### config.mk
export PLATFORM = sky130hd
export DESIGN_NAME = dsp_mac_tap_sequencer
export DESIGN_NICKNAME = d
export VERILOG_FILES = /design/src/rtl/dsp_mac_tap_sequencer.sv
export SDC_FILE = /design/constraint.sdc
export NUM_CORES = 1
export LEC_CHECK = 0
export CORE_AREA = 2 2 126 220
export CTS_BUF_LIST = sky130_fd_sc_hd__clkbuf_8
export DETAILED_ROUTE_END_ITERATION = 6
export DIE_AREA = 0 0 128 222
export GPL_TIMING_DRIVEN = 0
export HOLD_SLACK_MARGIN = 0.05
export REMOVE_ABC_BUFFERS = 1
export SYNTH_ARGS = -nofsm -noshare
export SYNTH_HDL_FRONTEND = slang
export SYNTH_SLANG_ARGS = --single-unit
### constraint.sdc
create_clock -name clk -period 6.6 [get_ports clk]
set_clock_uncertainty 0.1 [all_clocks]
set_input_delay 1.65 -clock clk [delete_from_list [all_inputs] [get_ports clk]]
set_output_delay 1.65 -clock clk [all_outputs]
set_load 0.02 [all_outputs]
### src/rtl/dsp_mac_tap_sequencer.sv
// rtl/dsp_mac_tap_sequencer.sv - 4-tap dot-product sequencer driving a feedback-mode DSP MAC
module dsp_mac_tap_sequencer #(
    parameter int A_W  = 20,
    parameter int B_W  = 18,
    parameter int P_W  = 38,
    parameter int TAPS = 4,
    parameter int LAT  = 1
) (
    input  logic           clk,
    input  logic           reset,
    input  logic           cfg_we,
    input  logic [1:0]     cfg_addr,
    input  logic [A_W-1:0] cfg_data,
    output logic           cfg_drop,
    input  logic           s_valid,
    output logic           s_ready,
    input  logic [B_W-1:0] s_data,
    output logic           m_valid,
    input  logic           m_ready,
    output logic [P_W-1:0] m_data,
    output logic [A_W-1:0] dsp_a,
    output logic [B_W-1:0] dsp_b,
    output logic [2:0]     dsp_feedback,
    output logic [3:0]     dsp_acc_fir,
    output logic           dsp_subtract,
    output logic [A_W-1:0] dsp_coef0,
    output logic [A_W-1:0] dsp_coef1,
    output logic [A_W-1:0] dsp_coef2,
    output logic [A_W-1:0] dsp_coef3,
    input  logic [P_W-1:0] dsp_p
);

    typedef enum logic [1:0] {
        ST_IDLE = 2'd0,
        ST_TAP  = 2'd1,
        ST_WAIT = 2'd2,
        ST_OUT  = 2'd3
    } state_t;

    // Feedback code 4 loads P with coef0*B (accumulator clear); code 0 accumulates A*B.
    localparam logic [2:0] FB_LOAD  = 3'd4;
    localparam logic [2:0] FB_ACCUM = 3'd0;

    localparam int               WAIT_W   = (LAT < 1) ? 1 : $clog2(LAT + 1);
    localparam logic [WAIT_W-1:0] LAT_CNT  = WAIT_W'(LAT);
    localparam logic [1:0]       LAST_TAP = 2'(TAPS - 1);

    state_t            state_q, state_d;
    logic [1:0]        tap_q, tap_d;
    logic [WAIT_W-1:0] wait_q, wait_d;
    logic [A_W-1:0]    coef_q [TAPS];
    logic [A_W-1:0]    coef_d [TAPS];
    logic              drop_q, drop_d;
    logic              m_valid_q, m_valid_d;
    logic [P_W-1:0]    m_data_q, m_data_d;
    logic [A_W-1:0]    dsp_a_q, dsp_a_d;
    logic [B_W-1:0]    dsp_b_q, dsp_b_d;
    logic [2:0]        fb_q, fb_d;

    assign s_ready      = (state_q == ST_IDLE) || (state_q == ST_TAP);
    assign cfg_drop     = drop_q;
    assign m_valid      = m_valid_q;
    assign m_data       = m_data_q;
    assign dsp_a        = dsp_a_q;
    assign dsp_b        = dsp_b_q;
    assign dsp_feedback = fb_q;
    assign dsp_acc_fir  = 4'd0;
    assign dsp_subtract = 1'b0;
    assign dsp_coef0    = coef_q[0];
    assign dsp_coef1    = coef_q[1];
    assign dsp_coef2    = coef_q[2];
    assign dsp_coef3    = coef_q[3];

    // Next-state logic: per-tap DSP drive, neutral drive on every non-handshake cycle.
    always_comb begin
        state_d   = state_q;
        tap_d     = tap_q;
        wait_d    = wait_q;
        coef_d    = coef_q;
        drop_d    = drop_q | (cfg_we && (state_q != ST_IDLE));
        m_valid_d = m_valid_q;
        m_data_d  = m_data_q;
        dsp_a_d   = '0;
        dsp_b_d   = '0;
        fb_d      = FB_ACCUM;
        case (state_q)
            ST_IDLE: begin
                if (cfg_we) begin
                    coef_d[cfg_addr] = cfg_data;
                end
                if (s_valid) begin
                    fb_d    = FB_LOAD;
                    dsp_b_d = s_data;
                    tap_d   = 2'd1;
                    state_d = ST_TAP;
                end
            end
            ST_TAP: begin
                if (s_valid) begin
                    dsp_a_d = coef_q[tap_q];
                    dsp_b_d = s_data;
                    if (tap_q == LAST_TAP) begin
                        tap_d   = 2'd0;
                        wait_d  = '0;
                        state_d = ST_WAIT;
                    end else begin
                        tap_d = tap_q + 2'd1;
                    end
                end
            end
            ST_WAIT: begin
                if (wait_q == LAT_CNT) begin
                    m_data_d  = dsp_p;
                    m_valid_d = 1'b1;
                    state_d   = ST_OUT;
                end else begin
                    wait_d = wait_q + 1'b1;
                end
            end
            ST_OUT: begin
                if (m_ready) begin
                    m_valid_d = 1'b0;
                    state_d   = ST_IDLE;
                end
            end
            default: state_d = ST_IDLE;
        endcase
    end

    // State and output registers with asynchronous clear.
    always_ff @(posedge clk or posedge reset) begin
        if (reset) begin
            state_q   <= ST_IDLE;
            tap_q     <= 2'd0;
            wait_q    <= '0;
            for (int i = 0; i < TAPS; i++) begin
                coef_q[i] <= '0;
            end
            drop_q    <= 1'b0;
            m_valid_q <= 1'b0;
            m_data_q  <= '0;
            dsp_a_q   <= '0;
            dsp_b_q   <= '0;
            fb_q      <= 3'd0;
        end else begin
            state_q   <= state_d;
            tap_q     <= tap_d;
            wait_q    <= wait_d;
            coef_q    <= coef_d;
            drop_q    <= drop_d;
            m_valid_q <= m_valid_d;
            m_data_q  <= m_data_d;
            dsp_a_q   <= dsp_a_d;
            dsp_b_q   <= dsp_b_d;
            fb_q      <= fb_d;
        end
    end

endmodule

## Word-level counts from Yosys, hierarchy flattened

Index checks and enable logic that the tools add are counted.

- Input bits: 83
- Flip-flop bits (word level): 166
- Logic and storage cells: 73

- $add $sub $neg: 2
- Equal/unequal tests: 9
- Muxes and demuxes: 28
- Bitwise operators: 3
- Reduce and logical (&&, ||, !) cells: 15
- $lt $le $gt $ge: 3

Operator list:

| cell | number |
|---|---|
| $mux 20 | 5 |
| $bwmux 80 | 1 |
| $bmux 20 s2 | 1 |
| $demux 20 s2 | 1 |
| $mux 18 | 2 |
| $mux 2 | 7 |
| $reduce_and 3->1 | 3 |
| $ne 2x2->1 const B | 4 |
| $pmux 2 s4 | 1 |
| $reduce_bool 2->1 | 4 |
| $eq 2x2->1 const B | 3 |
| $ge 3x3->1 const B | 2 |
| $mux 3 | 2 |
| $not 2->3 | 2 |
| $mux 1 | 5 |
| $reduce_and 5->1 | 1 |
| $pmux 1 s2 | 2 |
| $pmux 2 s2 | 1 |
| $reduce_and 2->1 | 2 |
| $lt 3x1->1 const B | 1 |
| $add 2x1->2 const B | 1 |
| $eq 2x1->1 const B | 1 |
| $logic_and 1x1->1 | 2 |
| $logic_not 2->1 | 1 |
| other kinds (5) | 5 |

## Longest topological paths before layout

- Depth in word-level cells: 6
- Mapped depth: 7
- Gate-level depth less buffers: 6

## Worst setup path after synthesis

Ideal clock, no wire load.

- Path kind: register to output
- From: register state_q[1]
- To: output port s_ready
- Stages on the path, launching flop included: 6
- Required time: 4.850 ns
- Slack: 3.559 ns
- Buffers on the path: 2
- Data arrival time: 1.291 ns
- Cell sequence: dfrtp_1 -> inv_1 -> ha_1 -> or2_1 -> clkbuf_1 -> buf_2

- Word-level cells in the longest chain between the ends: 2

Ends and longest elaborated chain:

| item | line | source |
|---|---|---|
| start: declaration | 48 | `state_t state_q, state_d;` |
| start signal: assignment | 146 | `state_q <= state_d;` |
| $eq 2x1->1 or $logic_not 2->1 (tied branches) | 60 | `assign s_ready = (state_q == ST_IDLE) \|\| (state_q == ST_TAP);` |
| $logic_or 1x1->1 (*) | 60 |  |
| end: declaration | 16 | `output logic s_ready,` |

Every way passes the cells marked *; elsewhere a longest branch is shown, timed or not.

## Worst setup path in the final report

Ends and elaborated chain as after synthesis.

==> flow_summary.rst <==
.. list-table::
   :header-rows: 1

   * - Metric
     - Value
   * - Switching part of the total
     - 36.0%
   * - Final Worst Setup Slack
     - 1490 ps
   * - Core outline area
     - 26500 sq um
   * - Largest stage delay, worst path
     - 960 ps
   * - Worst path slowest cell
     - ha_1
   * - GRT Resource Usage Total
     - 13.7%
   * - Clock latency at the later pin of the worst-skew pair
     - 480 ps
   * - Clk sink count
     - 164
   * - Placer Congestion
     - 0.709
   * - Final cell count without fillers
     - 995
   * - First-pass GRT wire length
     - 28600 um
   * - Worst slew margin relative to its limit
     - 13.0%
   * - Static Leak
     - 4.28 nW
   * - Post-CTS clock slew at the launch and capture registers of the worst setup and hold paths
     - 90 ps
   * - Power share of the clock group
     - 16.2%
   * - Count of buffers added by post-CTS timing repair for setup
     - 0
   * - Number of warnings printed during yosys synthesis
     - 0
   * - Num CTS Buffers
     - 17
   * - Average instance area after synthesis
     - 16.0 sq um
   * - Floorplan die area
     - 28400 sq um
   * - Switching power
     - 1.82 mW
   * - Sum of net half-perimeters after detailed placement
     - 13200 um
   * - Post-synth cell types
     - 28
   * - Number of nets still failing antenna checks after routing
     - 0
   * - Number of cell rows
     - 79
   * - Deepest clock path buffer count
     - 2
   * - Cell taking the most area after synthesis
     - dfrtp_1
   * - Power density cells
     - 511 nW/um^2
   * - Root Buffer Master
     - clkbuf_8
   * - Number of iterations in the first detailed-routing pass
     - 4
   * - Run status
     - finished clean
   * - GRT overflow
     - 0
   * - TritonCTS clock tree
     - built
   * - Flop pwr share
     - 34.6%
   * - Synth Instances
     - 413
   * - Maximum number of pins on one net before global-route repair
     - 104
   * - Cell-internal power
     - 3.22 mW
   * - Post-placement cell count
     - 963
   * - Port buffer count
     - 242
   * - Number of global-route vias before repair
     - 4659
   * - Crit path cell chain
     - inv_1, ha_1, or2_1, clkdlybuf4s50_1
   * - Worst Tran Pin Value
     - 1300 ps
   * - Final worst-path cycle share
     - 77.4%
   * - Fraction of the yosys area taken by sequential cells
     - 62.2%
   * - Count of routing violations after the opening detailed-route iteration
     - 97
   * - Upper clock frequency limit
     - 0.196 GHz
   * - Net total in the final layout
     - 748
   * - Die height
     - 222 um
   * - Netlist Area Pre-Place
     - 6600 sq um
   * - Gates resized, CTS repair
     - 0
   * - Area of the multi-input gates
     - 2320 sq um
   * - Initial antenna violation count
     - 0
   * - Path type of the worst setup path
     - register to output pin
   * - Cell class contributing the biggest share of worst-path delay
     - adder cells
   * - Register Area
     - 4110 sq um
   * - Share of post-route cells with drive strength above 1
     - 27.3%
   * - Final Routed Wirelength
     - 18900 um
   * - Final-report setup violation count
     - 0
   * - Die Span X
     - 128 um
   * - Unrepaired setup endpoints after global routing
     - false
   * - Post-detailed-route wirelength per cell
     - 18.9 um
   * - Portion of synthesized cell area occupied by the leading cell type
     - 62.2%
   * - Hold bufs inserted after CTS
     - 0
   * - Total I/O pin count
     - 250
   * - Number of filler cells placed in the layout
     - 2563
   * - Max cap viols
     - 0
   * - Data arrival time of the worst path
     - 3360 ps
   * - Maximum fanout along the worst path
     - 24
   * - Post-layout min period
     - 5110 ps
   * - Max Slew Vio Count
     - 0
   * - Level count of the clock H-tree
     - 4
   * - P&R area growth vs syn
     - 49.5%
   * - Leading cell types by total area after synthesis
     - dfrtp_1, mux2_2, mux4_2, and3_1, ha_1
   * - Combinational fraction of design power
     - 49.1%
   * - Flip-flop and latch count after synthesis
     - 164
   * - Total via count after detailed routing
     - 4387
   * - DRC viols
     - 0
   * - Worst slack at placement
     - 1960 ps
   * - Hold Path Class
     - register to register
   * - Final Hold Fails
     - 0
   * - Buffer and inverter count on the worst path
     - 2
   * - Number of diodes
     - 0
   * - Category of the worst setup path launch point
     - register
   * - Peak supply drop
     - 0.263 mV
   * - Via-to-Cell Ratio
     - 4.41
   * - Effective utilization at floorplan
     - 24.9%
   * - Endpoint class of the critical path
     - output pin
   * - Worst endpoint required time
     - 4850 ps
[sequential cells by signal, indices dropped and copies added, names as in the netlist, 2 cells and up]
register,cells
dsp_coef2,20
dsp_coef3,20
state_q,2
m_data,38
dsp_b,18
dsp_a,20
dsp_coef0,20
dsp_coef1,20
tap_q,2
[power by group through the flow]
stage	clock network, mW	registers (mW)	logic (mW)
after global placement	0	1.80	2.43
after CTS	0.861	1.75	2.52
after floorplan	0	2.26	0.773
final	0.818	1.75	2.48
after global routing	0.909	1.81	2.62
after detailed placement	0	1.77	2.51
[routing by layer]
metal	global-route usage (%)	vias up	part of all wire, %
met5	0	-	0
met4	4.93	0	2.2
met3	4.87	26	6.2
met2	25.1	162	55
met1	14.1	2249	36
li1	-	1950	-
[cells by family after synthesis]
family / after synthesis / share of synthesized area [%]
flip-flops: 164 / 62.2
multiplexers: 141 / 27.6
AND/OR/NAND/NOR: 55 / 4.82
buffers and inverters: 37 / 3.07
AO/OA/AOI/OAI: 8 / 0.967
adder cells (fa/ha/maj): 7 / 1.33
other: 1 / 0.0568
[layout make-up]
| class | instances | area share, % |
|---|---|---|
| repair buffers | 251 | 25.9 |
| clock buffers | 19 | 2.65 |
| inverters | 6 | 0.304 |
| well taps | 324 | 4.11 |
| multi-input cells | 218 | 23.5 |
| flip-flops and latches | 164 | 41.6 |
| clock inverters | 13 | 1.85 |
[cell usage after synthesis]
master / number
dfrtp_1: 164
mux2_2: 119
and3_1: 38
mux4_2: 18
buf_2: 12
buf_4: 9
clkbuf_1: 8
nand2_1: 8
ha_1: 7
inv_1: 6
nor2_1: 3
buf_6: 2
mux4_1: 2
nand2b_1: 2
o21ai_0: 2
a21o_1: 1
a21oi_1: 1
a22o_1: 1
a22oi_2: 1
conb_1: 1
mux2_1: 1
mux2i_1: 1
nand4_1: 1
nand4b_1: 1
nor3_1: 1
o2111a_1: 1
o2bb2ai_1: 1
or2_1: 1
[cells in the final DEF (no fill, tap or decap), types with 3 or more instances in the layout]
cell and instances:
clkdlybuf4s50_1 241, dfrtp_1 163, mux2_2 119, and3_1 38
clkbuf_8 19, mux4_2 18, nand2_1 7, ha_1 7
conb_1 7, inv_1 6, bufinv_16 4, buf_6 4
nor2_1 3, clkinvlp_4 3, clkinv_4 3
[final timing paths]
path,from,to,slack [ps],cells past startpoint
max,state_q[1],s_ready,1490,4
min,cfg_drop,cfg_drop,380,1
max reg2reg,tap_q[1],state_q[1],4020,5
min reg2reg,cfg_drop,cfg_drop,380,1
max in group asynchronous,reset,dsp_coef3[3],4010,3
min in group asynchronous,reset,dsp_b[4],1480,2
[per-stage QoR]
step / hold WS (ps) / area [sq um] / TNS [ps] / power (mW) / utilization [%]
global route: 406 / 9870 / 0 / 5.33 / 37.2
finish: 384 / 9870 / 0 / 5.04 / 37.2
global placement: 341 / 9270 / -358430 / 4.23 / 35.0
CTS: 392 / 9870 / 0 / 5.13 / 37.2
detailed placement: 372 / 9420 / 0 / 4.28 / 35.6
floorplan: 401 / 6440 / 0 / 3.03 / -
Power figures use the tool's default switching activity.
